## src/rtl/uart_tx_serializer_if.sv

```systemverilog
`default_nettype none
// ============================================================================
// Module      : uart_tx_serializer_if
// Description : Handshake/status bundle between the TX buffer, the line
//               control registers and the UART transmit serializer.
// Revision    : 1.0 - initial release
// ============================================================================
interface uart_tx_serializer_if;
    logic       baud_en;        // 16x baud enable pulse
    logic [7:0] tx_data;        // head-of-buffer character
    logic       tx_fifo_empty;  // TX buffer empty
    logic [1:0] wls;            // word length select
    logic       stb;            // stop bit select
    logic       pen;            // parity enable
    logic       eps;            // even parity select
    logic       sp;             // stick parity
    logic       bc;             // break control
    logic       tsr_load;       // pop strobe to TX buffer
    logic       txd;            // serial output
    logic       tsr_empty;      // transmitter empty
    logic       tx_busy;        // frame in progress

    // Buffer / register side
    modport master (
        output baud_en, tx_data, tx_fifo_empty, wls, stb, pen, eps, sp, bc,
        input  tsr_load, txd, tsr_empty, tx_busy
    );

    // Serializer side
    modport slave (
        input  baud_en, tx_data, tx_fifo_empty, wls, stb, pen, eps, sp, bc,
        output tsr_load, txd, tsr_empty, tx_busy
    );
endinterface
`default_nettype wire

```

## src/rtl/uart_tx_serializer.sv

```systemverilog
`default_nettype none
// ============================================================================
// Module      : uart_tx_serializer
// Description : UART transmit shift register and framing engine. Pops one
//               character from the TX buffer and sends start, 5-8 data bits
//               LSB first, optional parity and 1/1.5/2 stop bits on txd.
// Revision    : 1.0 - initial release
// ============================================================================
module uart_tx_serializer #(
    parameter int OVERSAMPLE = 16
) (
    input  wire logic           pclk,
    input  wire logic           preset,
    uart_tx_serializer_if.slave bus
);

    // Tick counter must reach 2*OVERSAMPLE-1 for the two-stop-bit case.
    localparam int c_tick_w = $clog2(2 * OVERSAMPLE);
    localparam logic [c_tick_w-1:0] c_bit_last    = c_tick_w'(OVERSAMPLE - 1);
    localparam logic [c_tick_w-1:0] c_stop15_last = c_tick_w'((3 * OVERSAMPLE) / 2 - 1);
    localparam logic [c_tick_w-1:0] c_stop2_last  = c_tick_w'(2 * OVERSAMPLE - 1);

    typedef enum logic [2:0] {
        S_IDLE   = 3'd0,
        S_LOAD   = 3'd1,
        S_START  = 3'd2,
        S_DATA   = 3'd3,
        S_PARITY = 3'd4,
        S_STOP   = 3'd5
    } state_t;

    state_t              r_state;
    logic [c_tick_w-1:0] r_tick;
    logic [2:0]          r_bit;
    logic [7:0]          r_shift;
    logic                r_txd;
    logic [1:0]          r_wls;
    logic                r_stb;
    logic                r_pen;
    logic                r_par;

    logic [7:0]          w_mask;
    logic [7:0]          w_masked;
    logic                w_par;
    logic [2:0]          w_bit_last;
    logic [c_tick_w-1:0] w_stop_last;
    logic                w_tick_done;

    // Character masking, parity and per-state bit length from the latched frame setup.
    always_comb begin
        w_mask = 8'hFF;
        case (bus.wls)
            2'b00:   w_mask = 8'h1F;
            2'b01:   w_mask = 8'h3F;
            2'b10:   w_mask = 8'h7F;
            default: w_mask = 8'hFF;
        endcase
        w_masked    = bus.tx_data & w_mask;
        // Stick parity sends ~eps; otherwise even = XOR of data, odd = its inverse.
        w_par       = bus.sp ? ~bus.eps : (bus.eps ? ^w_masked : ~(^w_masked));
        w_bit_last  = {1'b0, r_wls} + 3'd4;
        w_stop_last = !r_stb ? c_bit_last :
                      (r_wls == 2'b00) ? c_stop15_last : c_stop2_last;
        w_tick_done = bus.baud_en &&
                      (r_tick == ((r_state == S_STOP) ? w_stop_last : c_bit_last));
    end

    // Frame sequencer: state, tick/bit counters, shift register and registered line level.
    always_ff @(posedge pclk or posedge preset) begin
        if (preset) begin
            r_state <= S_IDLE;
            r_tick  <= '0;
            r_bit   <= '0;
            r_shift <= '0;
            r_txd   <= 1'b1;
            r_wls   <= '0;
            r_stb   <= 1'b0;
            r_pen   <= 1'b0;
            r_par   <= 1'b0;
        end else begin
            case (r_state)
                S_IDLE: begin
                    if (!bus.tx_fifo_empty) begin
                        r_state <= S_LOAD;
                    end
                end
                S_LOAD: begin
                    r_shift <= w_masked;
                    r_wls   <= bus.wls;
                    r_stb   <= bus.stb;
                    r_pen   <= bus.pen;
                    r_par   <= w_par;
                    r_tick  <= '0;
                    r_bit   <= '0;
                    r_txd   <= 1'b0;
                    r_state <= S_START;
                end
                S_START: begin
                    if (w_tick_done) begin
                        r_tick  <= '0;
                        r_bit   <= '0;
                        r_txd   <= r_shift[0];
                        r_shift <= r_shift >> 1;
                        r_state <= S_DATA;
                    end else if (bus.baud_en) begin
                        r_tick <= r_tick + 1'b1;
                    end
                end
                S_DATA: begin
                    if (w_tick_done) begin
                        r_tick <= '0;
                        if (r_bit == w_bit_last) begin
                            r_txd   <= r_pen ? r_par : 1'b1;
                            r_state <= r_pen ? S_PARITY : S_STOP;
                        end else begin
                            r_bit   <= r_bit + 1'b1;
                            r_txd   <= r_shift[0];
                            r_shift <= r_shift >> 1;
                        end
                    end else if (bus.baud_en) begin
                        r_tick <= r_tick + 1'b1;
                    end
                end
                S_PARITY: begin
                    if (w_tick_done) begin
                        r_tick  <= '0;
                        r_txd   <= 1'b1;
                        r_state <= S_STOP;
                    end else if (bus.baud_en) begin
                        r_tick <= r_tick + 1'b1;
                    end
                end
                S_STOP: begin
                    // Back-to-back frames go straight to LOAD: a single pclk gap.
                    if (w_tick_done) begin
                        r_tick  <= '0;
                        r_state <= bus.tx_fifo_empty ? S_IDLE : S_LOAD;
                    end else if (bus.baud_en) begin
                        r_tick <= r_tick + 1'b1;
                    end
                end
                default: begin
                    r_state <= S_IDLE;
                    r_txd   <= 1'b1;
                end
            endcase
        end
    end

    // Break forces the line low without disturbing the running frame.
    assign bus.txd       = r_txd & ~bus.bc;
    assign bus.tsr_load  = (r_state == S_LOAD);
    assign bus.tx_busy   = (r_state == S_START) || (r_state == S_DATA) ||
                           (r_state == S_PARITY) || (r_state == S_STOP);
    assign bus.tsr_empty = (r_state == S_IDLE) && bus.tx_fifo_empty;

endmodule
`default_nettype wire

```

## src/flat_wrapper.sv

```systemverilog
// flat-port wrapper written by rule: the top's interface ports become plain ports
module uart_tx_serializer_flat 
#(
    parameter int OVERSAMPLE = 16
)
  (pclk, preset, bus_baud_en, bus_tx_data, bus_tx_fifo_empty, bus_wls, bus_stb, bus_pen, bus_eps, bus_sp, bus_bc, bus_tsr_load, bus_txd, bus_tsr_empty, bus_tx_busy);
  uart_tx_serializer_if bus_i ();
  input  wire logic pclk;
  input  wire logic preset;
  input wire logic [$bits(bus_i.baud_en)-1:0] bus_baud_en;
  input wire logic [$bits(bus_i.tx_data)-1:0] bus_tx_data;
  input wire logic [$bits(bus_i.tx_fifo_empty)-1:0] bus_tx_fifo_empty;
  input wire logic [$bits(bus_i.wls)-1:0] bus_wls;
  input wire logic [$bits(bus_i.stb)-1:0] bus_stb;
  input wire logic [$bits(bus_i.pen)-1:0] bus_pen;
  input wire logic [$bits(bus_i.eps)-1:0] bus_eps;
  input wire logic [$bits(bus_i.sp)-1:0] bus_sp;
  input wire logic [$bits(bus_i.bc)-1:0] bus_bc;
  output wire logic [$bits(bus_i.tsr_load)-1:0] bus_tsr_load;
  output wire logic [$bits(bus_i.txd)-1:0] bus_txd;
  output wire logic [$bits(bus_i.tsr_empty)-1:0] bus_tsr_empty;
  output wire logic [$bits(bus_i.tx_busy)-1:0] bus_tx_busy;
  assign bus_i.baud_en = bus_baud_en;
  assign bus_i.tx_data = bus_tx_data;
  assign bus_i.tx_fifo_empty = bus_tx_fifo_empty;
  assign bus_i.wls = bus_wls;
  assign bus_i.stb = bus_stb;
  assign bus_i.pen = bus_pen;
  assign bus_i.eps = bus_eps;
  assign bus_i.sp = bus_sp;
  assign bus_i.bc = bus_bc;
  assign bus_tsr_load = bus_i.tsr_load;
  assign bus_txd = bus_i.txd;
  assign bus_tsr_empty = bus_i.tsr_empty;
  assign bus_tx_busy = bus_i.tx_busy;
  uart_tx_serializer #(.OVERSAMPLE(OVERSAMPLE)) u_core (.pclk(pclk), .preset(preset), .bus(bus_i));
endmodule
```

## config.mk

```make
export PLATFORM = sky130hd
export DESIGN_NAME = uart_tx_serializer_flat
export DESIGN_NICKNAME = d
export VERILOG_FILES = /design/src/rtl/uart_tx_serializer_if.sv /design/src/rtl/uart_tx_serializer.sv /design/src/flat_wrapper.sv
export SDC_FILE = /design/constraint.sdc
export NUM_CORES = 1
export LEC_CHECK = 0
export CORE_ASPECT_RATIO = 0.8
export CORE_UTILIZATION = 35
export CTS_CLUSTER_DIAMETER = 50
export DETAILED_ROUTE_END_ITERATION = 8
export PLACE_DENSITY_LB_ADDON = 0.05
export SYNTH_ARGS = -nofsm -noshare
export SYNTH_HDL_FRONTEND = slang
export SYNTH_SLANG_ARGS = --single-unit
```

## constraint.sdc

```tcl
create_clock -name pclk -period 6.4 [get_ports pclk]
set_clock_uncertainty 0.2 [all_clocks]
set_input_delay 1.28 -clock pclk [delete_from_list [all_inputs] [get_ports pclk]]
set_output_delay 1.28 -clock pclk [all_outputs]
set_load 0.01 [all_outputs]
```

=== Yosys cells after proc, flatten, opt, wreduce, memory -nomap -nowiden ===
Index checks and enable logic that the tools add are counted.

* Output and inout bits: 4
* Register bits: 25

* Bitwise logic cells: 6
* Add/sub/neg operators: 3
* Reduce and logical (&&, ||, !) cells: 17
* Eq/ne operators: 17
* Multiplexer cells: 32

{| class="wikitable"
|+ Operator list
! kind !! number
|-
| $pmux W8 S3 || 2
|-
| $mux W3 || 9
|-
| $mux W8 || 3
|-
| $mux W5 || 4
|-
| $pmux W3 S6 || 1
|-
| $ne A2 B1 Y1 const B || 5
|-
| $pmux W5 S2 || 1
|-
| $mux W1 || 9
|-
| $pmux W3 S3 || 1
|-
| $and A8 B8 Y8 || 1
|-
| $reduce_and A4 Y1 || 2
|-
| $reduce_xor A8 Y1 || 1
|-
| $eq A3 B2 Y1 const B || 2
|-
| $eq A3 B3 Y1 const B || 2
|-
| $reduce_and A6 Y1 || 1
|-
| $add A5 B1 Y5 const B || 1
|-
| $eq A5 B5 Y1 || 1
|-
| $pmux W1 S5 || 1
|-
| $logic_not A2 Y1 || 2
|-
| $mux W4 || 1
|-
| $ne A2 B2 Y1 const B || 2
|-
| $not A1 Y1 || 4
|-
| $reduce_or A4 Y1 || 1
|-
| $add A2 B3 Y3 const B || 1
|-
| 14 further kinds || 17
|}

=== Depth between registers and ports, before layout ===
* Depth in word-level cells: 8
* Mapped depth: 8
* Mapped depth without buffers: 7

=== Worst setup path before layout ===
OpenSTA, ideal clock, no wires.

* Path kind: input-to-output
* Start point: in bus_tx_fifo_empty
* End point: out bus_tsr_empty
* Cell stages on the path: 1
* Data required time: 4.920 ns
* Data arrival time: 1.695 ns
* Path buffers: 0
* Slack: 3.225 ns
* Cell sequence: nor4b_1

* Cells in the longest elaborated chain, start to end: 1

{| class="wikitable"
|+ Ends and longest elaborated chain
! element !! line !! text
|-
| start: declaration || flat_wrapper.sv:12 || <nowiki>input wire logic [$bits(bus_i.tx_fifo_empty)-1:0] bus_tx_fifo_empty;</nowiki>
|-
| $logic_and A1 B1 Y1 || uart_tx_serializer.sv:155 || <nowiki>assign bus.tsr_empty = (r_state == S_IDLE) && bus.tx_fifo_empty;</nowiki>
|-
| end: declaration || flat_wrapper.sv:21 || <nowiki>output wire logic [$bits(bus_i.tsr_empty)-1:0] bus_tsr_empty;</nowiki>
|}

No other way between the ends.

=== Final worst setup path ===
Ends and elaborated chain as after synthesis.

==> results_dict.tcl <==
set metrics [dict create \
    clock_path_buffers 2 \
    reg2reg_from "u_core.r_state[2]" \
    portBuffers 22 \
    die_w_microns 74.8 \
    pre_cts_slack_ns 2.32 \
    hold_buffers 0 \
    final_layout_size_suffix_gt1_share_pct 5.17 \
    worstSetupPathType "in -> out" \
    cts_root_buf "clkbuf_8" \
    min_from "u_core.r_par" \
    fin_ws_ns 2.34 \
    p_per_area_mw_per_mm2 310 \
    vdd_drop_max_v 0.000171 \
    synth_compound_area_share_pct 28.0 \
    cp-end-kind "primary output" \
    status "completed" \
    cp_data_arrival_time_ns 2.58 \
    design_area_sq_mm 0.00179 \
    numCtsBuffers 3 \
    syn_avg_cell_area_sq_um 9.64 \
    final-setup-viol-count 0 \
    rsz0062_at_grt "no" \
    vias_per_cell 5.45 \
    worstSkewPairLatency_ns 0.27 \
    row_count 20 \
    synth-adder-area-share_pct 1.69 \
    cts_num_sinks 25 \
    vias 1247 \
    maxSlewHeadroom_pct 33.8 \
    start_util_pct 37.8 \
    start_kind "primary input" \
    wl_per_cell_microns 15.0 \
    synth-simple-area-share_pct 18.2 \
    muxShareOfSynthArea_pct 0.759 \
    crit_start "bus_tx_fifo_empty" \
    finalSetupTns_ns 0 \
    crit_path_max_fanout 3 \
    pin_count 23 \
    crit_required_ns 4.92 \
    synth_top_family_by_area "compound AO/OA/AOI/OAI gates" \
    synth_xor_area_share_pct 5.06 \
    fin_nets 196 \
    drc 0 \
    leakagePower_nw 0.760 \
    syn_inst 154 \
    grt_pass1_vias 1093 \
    hold_viol_final 0 \
    drv_cap 0 \
    hold_class "reg -> reg" \
    layout_common_cells "dfrtp_1 (24), clkdlybuf4s50_1 (22), nand2_1 (16), a22o_1 (15), inv_1 (9)" \
    grt_overflow_total 0 \
    core_area_sq_mm 0.00393 \
    synth-seq-cells 25 \
    ys_seq_area_share_pct 42.2 \
    die_area_sq_mm 0.00451 \
    antenna_left 0 \
    synth_nets 175 \
    wl_microns 3440 \
    first_pass_iters 4 \
    worst_pin_slew_ns 0.992 \
    drv_slew 0 \
    area_growth_pct 20.7 \
    syn-cell-area_sq_mm 0.00148 \
    die_y_microns 60.2 \
    grt_pass1_wl_microns 5490 \
    place_area_sq_mm 0.00175 \
    ys_warn_count 0 \
    hpwl_microns 2440 \
    ctsResizeCount 0 \
    grt_max_degree 26 \
    grt.total_usage_pct 16.3 \
    htree_levels 1 \
    cts.clk_slew.worst_paths_ns 0.08 \
    diodes 0 \
    cts_setup_buffers 0 \
    fin_crit_sh_pct 63.5 \
    yosys.cell_types.count 43 \
    power_w 0.000555 \
    period_minus_slack_ns 4.06 \
    drt_first_iter_violations 109 \
    gp_congestion 0.806 \
    tritoncts "yes" \
    clock.fmax_mhz 246 \
    antenna_found_initial 0 \
    mostFrequentLayoutCell "dfrtp_1" \
]
[routing by layer]
layer | up-vias | wire (microns) | global-route usage [%]
met1 | 597 | 1850 | 25.3
met5 | - | 0 | 0
met2 | 32 | 1420 | 22.7
met3 | 2 | 163 | 4.22
li1 | 616 | - | -
met4 | 0 | 11 | 2.43
[worst max-delay path, cell delays in order]
cell and delay [ns]:
clkdlybuf4s50_1 0.49, nor4b_1 0.23, clkdlybuf4s50_1 0.58
[worst paths after layout]
kind	to	slack (ns)	cells after the start
max in group asynchronous	u_core.r_bit[1]	4.06	2
max reg2reg	u_core.r_tick[3]	3.75	7
min in group asynchronous	u_core.r_state[0]	1.34	2
max	bus_tsr_empty	2.34	3
min	u_core.r_par	0.31	2
min reg2reg	u_core.r_par	0.31	2
[metrics by stage]
| step | utilization, % | std cells | hold slack [ns] |
|---|---|---|---|
| after detailed placement | 44.5 | 225 | 0.286 |
| final | 45.6 | 229 | 0.306 |
| after CTS | 45.6 | 229 | 0.312 |
| after global placement | 44.5 | 225 | 0.276 |
| after floorplan | - | 154 | 0.240 |
| after global routing | 45.6 | 229 | 0.318 |
[cell families (layout without fill, tap and decap cells)]
kind of cell,after synthesis,in the layout
muxes,1,1
AOI/OAI and AO/OA,52,52
buffers and inverters,15,35
adders and majority gates,2,2
and+or+nand+nor,52,52
DFF,25,25
xor gates and xnor gates,7,7
[area by class of cell]
class / count / area (sq um)
Fill cell: 392 / 2140
Multi-Input combinational cell: 114 / 797
Timing Repair Buffer: 22 / 220
Clock buffer: 4 / 45.0
Sequential cell: 25 / 627
Tap cell: 55 / 68.8
Inverter: 9 / 33.8
[cell usage after synthesis]
cell / count / area [sq um]
clkbuf_1: 5 / 18.8
buf_4: 1 / 7.51
nand3_1: 7 / 35.0
a21oi_2: 1 / 8.76
xnor3_1: 1 / 22.5
o2bb2ai_1: 3 / 26.3
mux2_2: 1 / 11.3
a41o_1: 1 / 10.0
and2_1: 1 / 6.26
a41oi_1: 2 / 17.5
o21ai_0: 7 / 35.0
nor3b_1: 1 / 7.51
nand2_1: 16 / 60.1
inv_1: 9 / 33.8
nand4_1: 1 / 6.26
a211o_1: 2 / 17.5
xor2_1: 1 / 8.76
nand4b_1: 1 / 8.76
nor4b_1: 1 / 8.76
or3_1: 1 / 6.26
a32o_1: 3 / 30.0
o311ai_0: 1 / 8.76
dfstp_2: 1 / 26.3
a211oi_4: 1 / 20.0
nor2_1: 5 / 18.8
and3b_1: 1 / 8.76
or2_2: 1 / 6.26
a22o_1: 15 / 131
nand2b_1: 3 / 18.8
o21bai_1: 1 / 7.51
and3_1: 5 / 31.3
ha_1: 2 / 25.0
nor3_1: 3 / 15.0
a221oi_2: 1 / 15.0
nand3b_1: 1 / 7.51
a21boi_0: 1 / 7.51
a31oi_1: 2 / 12.5
dfrtp_1: 24 / 601
nor2b_1: 4 / 25.0
o31ai_1: 2 / 15.0
a21oi_1: 6 / 30.0
a21o_1: 3 / 22.5
xnor2_1: 5 / 43.8
[sequential cells by signal, summed over array words and instances, names as in the netlist]
name	flops
u_core.r_tick	5
u_core.r_wls	2
u_core.r_par	1
u_core.r_state	3
u_core.r_stb	1
u_core.r_bit	3
u_core.r_pen	1
u_core.r_txd	1
u_core.r_shift	8
[report_power, final]
| group | internal [W] | switching, W |
|---|---|---|
| sequential | 0.000220 | 0.0000610 |
| clock | 0.0000446 | 0.0000516 |
| combinational | 0.0000976 | 0.0000797 |
| total | 0.000363 | 0.000192 |
No activity file was read; power rests on OpenSTA's default activity.
